<file path="config.mk">
export PLATFORM = sky130hd
export DESIGN_NAME = prio_enc_4to2_reg
export DESIGN_NICKNAME = d
export VERILOG_FILES = /design/src/rtl/prio_enc_pkg.sv /design/src/rtl/prio_enc_core.sv /design/src/rtl/prio_enc_4to2_reg.sv
export SDC_FILE = /design/constraint.sdc
export NUM_CORES = 1
export LEC_CHECK = 0
export ABC_AREA = 1
export BUFFER_PORTS_ARGS = -buffer_cell sky130_fd_sc_hd__buf_4
export CAP_MARGIN = 5
export CORE_AREA = 2 2 39 41
export CTS_BUF_LIST = sky130_fd_sc_hd__clkbuf_16
export CTS_CLUSTER_SIZE = 16
export DETAILED_ROUTE_END_ITERATION = 10
export DIE_AREA = 0 0 41 43
export PLACE_DENSITY = 0.3
export SKIP_CTS_REPAIR_TIMING = 1
export SYNTH_ARGS = -nofsm -noshare
export SYNTH_HDL_FRONTEND = slang
export SYNTH_SLANG_ARGS = --single-unit
</file>
<file path="constraint.sdc">
create_clock -name clk -period 0.8 [get_ports clk]
set_input_delay 0.16 -clock clk [delete_from_list [all_inputs] [get_ports clk]]
set_output_delay 0.16 -clock clk [all_outputs]
set_load 0.01 [all_outputs]
</file>
<file path="src/rtl/prio_enc_pkg.sv">
// -----------------------------------------------------------------------------
// prio_enc_pkg : shared constants, index type and clog2 helper for the
//                registered priority encoder.
// Rev 1.0 : initial release
// -----------------------------------------------------------------------------
`default_nettype none

package prio_enc_pkg;

    localparam int DEFAULT_WIDTH = 4;

    typedef logic [1:0] idx4_t;

    function automatic int clog2(input int n);
        int r;
        int v;
        r = 0;
        v = 1;
        while (v < n) begin
            v = v * 2;
            r = r + 1;
        end
        return r;
    endfunction

endpackage

`default_nettype wire

</file>
<file path="src/rtl/prio_enc_core.sv">
// -----------------------------------------------------------------------------
// prio_enc_core : combinational priority encoder, highest set request wins.
//                 Optional one-hot output built with PRIO_ENC_ONEHOT_EN.
// Rev 1.0 : initial release
// -----------------------------------------------------------------------------
`default_nettype none

module prio_enc_core
    import prio_enc_pkg::*;
#(
    parameter int WIDTH = DEFAULT_WIDTH,
    parameter int IDX_W = clog2(WIDTH)
) (
    input  logic [WIDTH-1:0] I,
    input  logic             E,
    output logic [IDX_W-1:0] y_nxt,
`ifdef PRIO_ENC_ONEHOT_EN
    output logic [WIDTH-1:0] oh_nxt,
`endif
    output logic             v_nxt
);

    logic [WIDTH-1:0] w_oh;

    // Enable is tested before any request bit so unknowns on I cannot leak
    // through while the encoder is disabled.
    always_comb begin
        y_nxt = '0;
        v_nxt = 1'b0;
        w_oh  = '0;
        if (E) begin
            for (int i = WIDTH - 1; i >= 0; i--) begin
                if (!v_nxt && I[i]) begin
                    y_nxt   = IDX_W'(i);
                    v_nxt   = 1'b1;
                    w_oh[i] = 1'b1;
                end
            end
        end
    end

`ifdef PRIO_ENC_ONEHOT_EN
    assign oh_nxt = w_oh;
`else
    logic w_oh_unused;
    assign w_oh_unused = ^w_oh;
`endif

endmodule

`default_nettype wire

</file>
<file path="src/rtl/prio_enc_4to2_reg.sv">
// -----------------------------------------------------------------------------
// prio_enc_4to2_reg : registered priority encoder (index + valid, 1-cycle
//                     latency). Macro PRIO_ENC_ONEHOT_EN adds output Y_OH.
// Rev 1.0 : initial release
// -----------------------------------------------------------------------------
`default_nettype none

module prio_enc_4to2_reg
    import prio_enc_pkg::*;
#(
    parameter int WIDTH = DEFAULT_WIDTH,
    parameter int IDX_W = clog2(WIDTH)
) (
    input  logic             clk,
    input  logic             rst,
    input  logic [WIDTH-1:0] I,
    input  logic             E,
    output logic [IDX_W-1:0] Y,
`ifdef PRIO_ENC_ONEHOT_EN
    output logic [WIDTH-1:0] Y_OH,
`endif
    output logic             V
);

    logic [IDX_W-1:0] y_d;
    logic [IDX_W-1:0] y_q;
    logic             v_d;
    logic             v_q;

`ifdef PRIO_ENC_ONEHOT_EN
    logic [WIDTH-1:0] oh_d;
    logic [WIDTH-1:0] oh_q;
`endif

    prio_enc_core #(
        .WIDTH (WIDTH),
        .IDX_W (IDX_W)
    ) u_core (
        .I      (I),
        .E      (E),
        .y_nxt  (y_d),
`ifdef PRIO_ENC_ONEHOT_EN
        .oh_nxt (oh_d),
`endif
        .v_nxt  (v_d)
    );

    always_ff @(posedge clk) begin
        if (rst) begin
            y_q <= '0;
            v_q <= 1'b0;
        end else begin
            y_q <= y_d;
            v_q <= v_d;
        end
    end

`ifdef PRIO_ENC_ONEHOT_EN
    always_ff @(posedge clk) begin
        if (rst) begin
            oh_q <= '0;
        end else begin
            oh_q <= oh_d;
        end
    end

    assign Y_OH = oh_q;
`endif

    assign Y = y_q;
    assign V = v_q;

endmodule

`default_nettype wire

</file>
## Word-level counts from Yosys, hierarchy flattened

Cells that the tools add are included.

- Bits in latches: 0
- ROM bits: 0
- Logic and storage cells: 23
- Output and inout bits: 3
- Register bits after elaboration: 3
- Input bits: 7
- Memories kept: 0
- Bits in writable memories: 0

- Equal/unequal tests: 0
- Order comparisons: 0
- Reduce and logical (&&, ||, !) cells: 9
- Bitwise logic cells: 1
- Multipliers: 0
- Shift operators: 0
- Add/subtract/negate cells: 0
- Divide/modulo/power cells: 0
- Muxes and demuxes: 10

Operators by type and width:

| kind | number |
|---|---|
| 1-bit 2-to-1 mux | 8 |
| 2-bit 2-to-1 mux | 2 |
| 4-bit OR reduction | 1 |
| 1-bit logical AND | 3 |
| 1-bit zero test | 3 |
| 3-bit OR reduction | 1 |
| 2-bit OR reduction | 1 |
| 1-bit NOT | 1 |

## Depth between registers and ports, before layout

Gate-level depths: netlist of the first run.

- Word-level depth: 13
- Depth in mapped cells: 4
- Gate-level depth less buffers: 4

## Modules after synthesis

From an unflattened synthesis of the first run, not the netlist that was laid out.

- Cells, all modules: 18
- Area total of the unflattened synthesis: 127.6 sq um

By module, submodules not included:

| module | area each (sq um) | seq. area each (sq um) | times used | cells each |
|---|---|---|---|---|
| prio_enc_4to2_reg | 82.6 | 60.1 | 1 | 9 |
| prio_enc_core | 45.0 | 0.0 | 1 | 9 |

## Worst setup path before layout of the first run

OpenSTA, ideal clock, no wires.

- Path kind: input to register
- From: input I[2]
- To: register y_q[1], in the netlist Y[1]
- Required time: 685 ps
- Setup slack: 253 ps
- Library setup time: 115 ps
- Data arrival time: 432 ps
- Buffers on the path: 0
- Cell stages on the path: 4
- Cell sequence: nor2_4 -> nand3_2 -> nand2_1 -> nor2_1

- Longest elaborated chain between the ends: 10
- Elaborated cells on any way between the ends: 11
- Classes of those cells: mux: 5; reduce/logical: 6

Ends and longest elaborated chain:

| element | RTL line | RTL |
|---|---|---|
| start: declaration | prio_enc_4to2_reg.sv:16 | `input logic [WIDTH-1:0] I,` |
| 1-bit logical AND * | prio_enc_core.sv:33 | `if (!v_nxt && I[i]) begin` |
| 1-bit 2-to-1 mux | prio_enc_core.sv:33 |  |
| 1-bit 2-to-1 mux | prio_enc_core.sv:31 | `if (E) begin` |
| 1-bit zero test | prio_enc_core.sv:33 |  |
| 1-bit logical AND | prio_enc_core.sv:33 |  |
| 1-bit 2-to-1 mux | prio_enc_core.sv:33 |  |
| 1-bit 2-to-1 mux | prio_enc_core.sv:31 |  |
| 1-bit zero test | prio_enc_core.sv:33 |  |
| 1-bit logical AND | prio_enc_core.sv:33 |  |
| 4-bit OR reduction (no line) | - |  |
| end signal: assignment | prio_enc_4to2_reg.sv:53 | `y_q <= y_d;` |
| end: declaration | prio_enc_4to2_reg.sv:26 | `logic [IDX_W-1:0] y_q;` |

Every way passes the cells marked *; elsewhere a longest branch is shown, timed or not. The select of a mux whose other input is x is not followed.
A chain may end at the register's enable or synchronous reset.

## Final worst setup path of the first run

- From: register y_q[0], in the netlist Y[0]
- To: output Y[0]

RTL lines:

| element | RTL line | RTL |
|---|---|---|
| end: declaration | prio_enc_4to2_reg.sv:18 | `output logic [IDX_W-1:0] Y,` |

No word-level cell between the ends.

==> results of run 1 <==
## through the flow
| stage | hold slack, ns | util [%] |
|---|---|---|
| floorplan | 0.2917 | - |
| global placement | 0.4180 | 15.28 |
| detailed placement | 0.4224 | 15.28 |
| CTS | 0.1900 | 20.98 |
| global route | 0.2170 | 21.97 |
| finish | 0.1836 | 21.97 |
## per-layer routing
metal / share of wire [%] / wire, µm
met3: 19 / 52
met5: 0 / 0
met4: 0 / 0
met1: 42 / 119
met2: 39 / 109
## state kept, by name (all words and copies together) (netlist names)
register / count
V: 1
Y: 2
## cell type report
type                    instances  area (µm²)  share of cell area, %
clock inverters                 1       3.754                  1.235
multi-input cells               9       52.55                  17.28
clock buffers                   3       75.07                  24.69
flip-flops and latches          3       62.56                  20.58
repair buffers                  9       78.83                  25.93
inverters                       3       11.26                  3.704
well taps                      16       20.02                  6.584
## logic make-up after synthesis
family | count (synthesis) | synth area share [%]
and+or+nand+nor | 8 | 38.39
DFF | 3 | 48.49
buffers and inverters | 3 | 9.090
AOI/OAI and AO/OA | 1 | 4.037
## worst paths after layout
kind	end	slack, ns	cells after the start	start
min	V$_SDFF_PP0_	0.18	4	rst
max	Y[0]	0.007	1	Y[0]$_SDFF_PP0_
## synthesized netlist by cell type
| master | n | area (µm²) |
|---|---|---|
| dfxtp_1 | 3 | 60.06 |
| inv_1 | 3 | 11.26 |
| nor2_1 | 3 | 11.26 |
| nand2_1 | 2 | 7.510 |
| a21oi_1 | 1 | 5.000 |
| nand3_2 | 1 | 10.01 |
| nand3b_1 | 1 | 7.510 |
| nor2_4 | 1 | 11.26 |
## report_power, final
part,switching [mW],internal [mW],leakage (nW)
clock network,0.133,0.644,0.0423
logic,0.0261,0.0412,0.0835
registers,0.00315,0.160,0.0255
==> out/summary.txt, run 1 <==
vias in the first global route - 128
Max Freq - 1260 MHz
Tcrit/Tclk final - 99.18%
crit end category - primary output
Port Buffer Count - 9
met3 Track Usage GR - 3.141%
GRT busiest layer - met4
drt wl/cell - 6.386 µm
die width - 41 µm
met2 GRT Util - 4.063%
CTS tree - built
Initial Util - 8.951%
Syn Nets - 22
Routed WL - 281 µm
design area - 304.0 µm²
Clock Tree Root - clkbuf_16
Synth warnings - 0
Die Height - 43 µm
register area share after synthesis - 48.48%
critical-path cell list - buf_6
pre-CTS setup slack - 0.08824 ns
drt drc - 0
unrepaired setup endpoints after global routing - yes
syn avg cell area - 8.258 µm²
Hold Path Class - input pin to flip-flop
iteration-0 DRC count of the detailed router - 1
Post-Layout Cell Count - 44
Pre-antenna DRT Iters - 5
Critical Path RT - 0.64 ns
Crit Path Max Fanout - 1
worst-case clock buffer depth - 2
Yosys reg bits - 3
fin. max-slew vios - 0
most frequent cells in the layout - buf_4 (6), inv_1 (4), nor2_1 (3), clkbuf_16 (3), buf_6 (3)
max-cap viol count - 0
worst vdd ir - 0.0004845 V
Final TNS setup - 0 ns
leak pwr - 0.1513 nW
nets - 36
WP data arrival - 0.63 ns
commonest non-fill, non-tap cell in the layout - buf_4
layout cells sized above 1 - 57.14%
Critical path buffers and inverters - 1
slowest cell delay on critical path - 0.30 ns
pwr/cell area - 3315 nW/µm²
clk slew on worst S/H paths - 0.03 ns
M1 GR Usage - 4.808%
synthesized cell area - 123.9 µm²
outcome - finished, final reports clean
Final Wtd Congestion - 0.6231
Slew HR - 91.07%
Setup Crit Path Kind - flip-flop to primary output
Pwr Total - 1.008 mW
shortest period the worst path allows - 0.7934 ns
Final ANT Viol Nets - 0
largest net degree at the start of global routing - 5
Post-DP Area - 211.5 µm²
die area - 1763 µm²
antenna violations before repair - 0
antenna cells - 0
H-tree levels - 1
aggregate global-route resource usage - 4.915%
Final setup viols - 0
core footprint - 1384 µm²
final number of hold-violating endpoints - 0
CP startpoint kind - flip-flop
GR Overflow Total - 0
vias after detailed routing - 129
Via density - 2.932
post-synthesis cell type count - 8
I/O pin cnt - 10
Setup WS post-layout - 0.006553 ns
Cells after Synth - 15
synth-to-layout area growth - 145.5%
Worst Tran Pin Value - 0.1334 ns
first-pass GRT wire length - 462 µm
clock net sink count - 3
Top delay family on crit path - flip-flops
row count - 14
CTS buffer count - 3
Fill cells - 155
CP max stage cell - dfxtp_2
placed cells - 40
(Power assumes the default switching activity.)
==> run 2: changes to the inputs <==
--- a/config.mk
+++ b/config.mk
@@ -9,7 +9,6 @@
 export BUFFER_PORTS_ARGS = -buffer_cell sky130_fd_sc_hd__buf_4
 export CAP_MARGIN = 5
 export CORE_AREA = 2 2 39 41
-export CTS_BUF_LIST = sky130_fd_sc_hd__clkbuf_16
 export CTS_CLUSTER_SIZE = 16
 export DETAILED_ROUTE_END_ITERATION = 10
 export DIE_AREA = 0 0 41 43
==> constraint.sdc (replaced) <==
create_clock -name clk -period 0.8 [get_ports clk]
set_input_delay 0.16 -clock clk [delete_from_list [all_inputs] [get_ports clk]]
set_output_delay 0.16 -clock clk [all_outputs]
set_load 0.05 [all_outputs]
==> out/summary.txt, run 2 (synthesis results as in run 1) <==
outcome - finished with violations (was finished, final reports clean)
failing checks - negative setup slack
Seq pwr share - 31.2% (was 16.2%)
worst vdd ir - 0.0003314 V (was 0.0004845 V)
iteration-0 DRC count of the detailed router - 0 (was 1)
aggregate global-route resource usage - 4.413% (was 4.915%)
antenna violations before repair - 0 (unchanged)
Max Freq - 1177 MHz (was 1260 MHz)
Hold Path Class - input pin to flip-flop (unchanged)
Critical path buffers and inverters - 1 (unchanged)
Setup Crit Path Kind - flip-flop to primary output (unchanged)
max reg flops - 2 (unchanged)
crit end category - primary output (unchanged)
Comb pwr share - 18.6% (was 6.7%)
CTS tree - built (unchanged)
first-pass GRT wire length - 420 µm (was 462 µm)
Final ANT Viol Nets - 0 (unchanged)
Routed WL - 254 µm (was 281 µm)
shortest period the worst path allows - 0.8495 ns (was 0.7934 ns)
Crit Path Max Fanout - 1 (unchanged)
fin. max-slew vios - 0 (unchanged)
Worst Tran Pin Value - 0.1335 ns (was 0.1334 ns)
pwr/cell area - 2002 nW/µm² (was 3315 nW/µm²)
unrepaired setup endpoints after global routing - yes (unchanged)
CTS buffer count - 3 (unchanged)
die area - 1763 µm² (unchanged)
Tcrit/Tclk final - 106.2% (was 99.18%)
slowest cell delay on critical path - 0.32 ns (was 0.30 ns)
row count - 14 (unchanged)
vias in the first global route - 122 (was 128)
leak pwr - 0.1278 nW (was 0.1513 nW)
die width - 41 µm (unchanged)
antenna cells - 0 (unchanged)
worst-case clock buffer depth - 2 (unchanged)
Port Buffer Count - 9 (unchanged)
Sw Share - 25.20% (was 16.14%)
drt wl/cell - 5.773 µm (was 6.386 µm)
core footprint - 1384 µm² (unchanged)
Via density - 2.977 (was 2.932)
hold endpoint - V$_SDFF_PP0_ (unchanged)
H-tree levels - 1 (unchanged)
nets - 36 (unchanged)
Setup WS post-layout - -0.04953 ns (was 0.006553 ns)
pre-CTS setup slack - 0.08824 ns (unchanged)
CP startpoint kind - flip-flop (unchanged)
worst hold stages - 4 (unchanged)
switching pwr - 133.2 µW (was 162.7 µW)
worst hold start - rst (unchanged)
clk slew on worst S/H paths - 0.04 ns (was 0.03 ns)
Pwr Total - 528.5 µW (was 1.008 mW)
max-cap viol count - 0 (unchanged)
worst hold slack - 0.1715 ns (was 0.1836 ns)
vias after detailed routing - 131 (was 129)
synth-to-layout area growth - 113.1% (was 145.5%)
Pint - 395.3 µW (was 845.2 µW)
Final Wtd Congestion - 0.6231 (unchanged)
Die Height - 43 µm (unchanged)
clock network power share - 50.2% (was 77.1%)
commonest non-fill, non-tap cell in the layout - buf_4 (unchanged)
Clock Tree Root - clkbuf_4 (was clkbuf_16)
I/O pin cnt - 10 (unchanged)
Slew HR - 91.06% (was 91.07%)
Top delay family on crit path - flip-flops (unchanged)
final number of hold-violating endpoints - 0 (unchanged)
layout cells sized above 1 - 60.71% (was 57.14%)
Critical Path RT - 0.64 ns (about the same)
Final TNS setup - -0.1472 ns (was 0 ns)
clock net sink count - 3 (unchanged)
CP max stage cell - dfxtp_2 (unchanged)
Pre-antenna DRT Iters - 1 (was 5)
largest net degree at the start of global routing - 5 (unchanged)
Final setup viols - 3 (was 0)
CP startpoint - Y[0]$_SDFF_PP0_ (unchanged)
drt drc - 0 (unchanged)
WP data arrival - 0.69 ns (was 0.63 ns)
critical-path cell list - buf_8 (was buf_6)
Initial Util - 8.951% (unchanged)
GR Overflow Total - 0 (unchanged)
[run 2: cell types whose count changed in the layout (fill, tap and decap cells not counted), sizes merged]
| cell | delta |
|---|---|
| inv | -1 |
| clkbuf | +1 |
[run 2: how the worst max path moves through the flow]
| stage | to | slack, ns | cells past startpoint |
|---|---|---|---|
| floorplan | V | 0.05 | 0 |
| global placement | Y[0]$_SDFF_PP0_ | 0.10 | 5 |
| detailed placement | Y[1]$_SDFF_PP0_ | 0.09 | 5 |
| CTS | Y[0] | -0.09 | 1 |
| global route | V | -0.07 | 1 |
| finish | Y[0] | -0.05 | 1 |
[run 2: tightest hold or removal path: stages]
cell and delay (ns):
buf_4 0.08, nor2_1 0.04, nand2_1 0.06, inv_1 0.03
[run 2: stage by stage]
step           cells  util (%)  cell area, µm²
2_1_floorplan     15         -           123.9
3_3_place_gp      40     15.28           211.5
3_5_place_dp      40     15.28           211.5
4_1_cts           44     17.18           237.7
5_1_grt           44     19.08           264.0
6_report          44     19.08           264.0
[run 2: per-layer routing]
layer	vias to the layer above	routed length, µm	global-route usage (%)
li1	71	-	-
met5	-	0	0
met4	0	14	10.00
met3	2	51	1.571
met2	12	92	4.063
met1	46	95	4.167
[run 2: final cells by class]
cell class | instances | area [µm²]
repair buffers | 9 | 90.09
well taps | 16 | 20.02
clock buffers | 4 | 26.28
inverters | 3 | 11.26
flip-flops and latches | 3 | 63.81
multi-input cells | 9 | 52.55
fillers | 161 | 1120
[run 2: power by group through the flow]
stage	clock network (mW)	registers, mW	logic [mW]
detailed placement	0	0.162	0.0887
finish	0.265	0.165	0.0984
global route	0.289	0.165	0.106
global placement	0	0.162	0.0874
floorplan	0	0.191	0.0183
CTS	0.285	0.160	0.0888
==> run 3: changes to the inputs <==
--- a/config.mk
+++ b/config.mk
@@ -12,6 +12,7 @@
 export CTS_CLUSTER_SIZE = 16
 export DETAILED_ROUTE_END_ITERATION = 10
 export DIE_AREA = 0 0 41 43
+export GPL_TIMING_DRIVEN = 0
 export PLACE_DENSITY = 0.3
 export SKIP_CTS_REPAIR_TIMING = 1
 export SYNTH_ARGS = -nofsm -noshare
==> out/summary.txt, run 3 (synthesis results as in run 1) <==
outcome - finished with violations (unchanged)
failing checks - negative setup slack (unchanged)
Routed WL - 254 µm (unchanged)
Initial Util - 8.951% (unchanged)
Tcrit/Tclk final - 106.3% (was 106.2%)
Crit Path Max Fanout - 1 (unchanged)
layout cells sized above 1 - 60.71% (unchanged)
Seq. cell area - 63.81 µm² (unchanged)
clk slew on worst S/H paths - 0.04 ns (about the same)
Final ANT Viol Nets - 0 (unchanged)
aggregate global-route resource usage - 4.413% (unchanged)
met2 GRT Util - 4.063% (unchanged)
synth-to-layout area growth - 113.1% (unchanged)
M1 GR Usage - 4.167% (unchanged)
Via density - 2.977 (unchanged)
CP max stage cell - dfxtp_2 (unchanged)
Slew HR - 91.06% (unchanged)
CP Depth - 1 (unchanged)
first-pass GRT wire length - 420 µm (unchanged)
unrepaired setup endpoints after global routing - yes (unchanged)
H-tree levels - 1 (unchanged)
Setup WS post-layout - -0.05068 ns (was -0.04953 ns)
max-cap viol count - 0 (unchanged)
Critical Path RT - 0.64 ns (about the same)
leak pwr - 0.1278 nW (unchanged)
row count - 14 (unchanged)
met3 Track Usage GR - 1.571% (unchanged)
Setup Crit Path Kind - flip-flop to primary output (unchanged)
worst hold slack - 0.1731 ns (was 0.1715 ns)
crit end category - primary output (unchanged)
CP startpoint kind - flip-flop (unchanged)
pwr/cell area - 2004 nW/µm² (was 2002 nW/µm²)
drt wl/cell - 5.773 µm (unchanged)
pre-CTS setup slack - 0.08824 ns (unchanged)
Pre-antenna DRT Iters - 1 (unchanged)
fin. max-slew vios - 0 (unchanged)
max reg flops - 2 (unchanged)
Port Buffer Count - 9 (unchanged)
commonest non-fill, non-tap cell in the layout - buf_4 (unchanged)
CP startpoint - Y[1]$_SDFF_PP0_ (was Y[0]$_SDFF_PP0_)
Max Freq - 1176 MHz (was 1177 MHz)
Clock Tree Root - clkbuf_4 (unchanged)
Final Wtd Congestion - 0.6242 (was 0.6231)
final number of hold-violating endpoints - 0 (unchanged)
vias in the first global route - 122 (unchanged)
Die Height - 43 µm (unchanged)
Top delay family on crit path - flip-flops (unchanged)
nets - 36 (unchanged)
WP data arrival - 0.69 ns (about the same)
Critical path buffers and inverters - 1 (unchanged)
clock net sink count - 3 (unchanged)
vias after detailed routing - 131 (unchanged)
worst vdd ir - 0.0003311 V (was 0.0003314 V)
Fill cells - 162 (was 161)
die area - 1763 µm² (unchanged)
slowest cell delay on critical path - 0.32 ns (about the same)
critical-path cell list - buf_8 (unchanged)
CTS buffer count - 3 (unchanged)
GR Overflow Total - 0 (unchanged)
area of the multi-input gates - 52.55 µm² (unchanged)
capture point of the critical path - Y[1] (was Y[0])
worst-case clock buffer depth - 2 (unchanged)
antenna cells - 0 (unchanged)
I/O pin cnt - 10 (unchanged)
Hold Path Class - input pin to flip-flop (unchanged)
GRT busiest layer - met4 (unchanged)
Worst Tran Pin Value - 0.1335 ns (unchanged)
antenna violations before repair - 0 (unchanged)
die width - 41 µm (unchanged)
core footprint - 1384 µm² (unchanged)
CTS tree - built (unchanged)
largest net degree at the start of global routing - 5 (unchanged)
iteration-0 DRC count of the detailed router - 0 (unchanged)
drt drc - 0 (unchanged)
shortest period the worst path allows - 0.8507 ns (was 0.8495 ns)
Final setup viols - 3 (unchanged)
-- run 3: cell counts in the layout (fill, tap and decap cells not counted) --
Identical to the previous run, type by type.
-- run 3: stage by stage --
stage          total power, mW  TNS [ns]  utilization, %  cell area [µm²]  instances
3_5_place_dp            0.2512         0           15.28            211.5         40
3_3_place_gp            0.2498         0           15.28            211.5         40
5_1_grt                 0.5606   -0.2088           19.08            264.0         44
2_1_floorplan           0.2094         0               -            123.9         15
4_1_cts                 0.5338   -0.2710           17.18            237.7         44
6_report                0.5291   -0.1498           19.08            264.0         44
-- run 3: per-layer routing --
layer / wire length (µm) / vias to the layer above / share of wire (%)
met5: 0 / - / 0
met4: 14 / 0 / 5.5
met3: 46 / 2 / 18
met2: 92 / 12 / 36
met1: 100 / 46 / 39
li1: - / 71 / -
-- run 3: final cells by class --
| type | count | area share (%) |
|---|---|---|
| Timing Repair Buffer | 9 | 34.12 |
| Inverter | 3 | 4.265 |
| Multi-Input combinational cell | 9 | 19.91 |
| Sequential cell | 3 | 24.17 |
| Clock buffer | 4 | 9.953 |
| Tap cell | 16 | 7.583 |
-- run 3: worst min path at each step --
stage                      end  depth (start not counted)  slack (ns)  start
2_1_floorplan  Y[0]$_SDFF_PP0_                          2        0.29   I[3]
3_3_place_gp      V$_SDFF_PP0_                          4        0.42    rst
3_5_place_dp      V$_SDFF_PP0_                          4        0.42    rst
4_1_cts           V$_SDFF_PP0_                          4        0.17    rst
5_1_grt        Y[1]$_SDFF_PP0_                          3        0.20   I[3]
6_report          V$_SDFF_PP0_                          4        0.17    rst
-- run 3: power breakdown --
group / total, mW / switching (mW) / internal, mW
logic: 0.0983 / 0.0501 / 0.0482
clock network: 0.266 / 0.0790 / 0.187
registers: 0.165 / 0.00471 / 0.160
total: 0.529 / 0.134 / 0.395
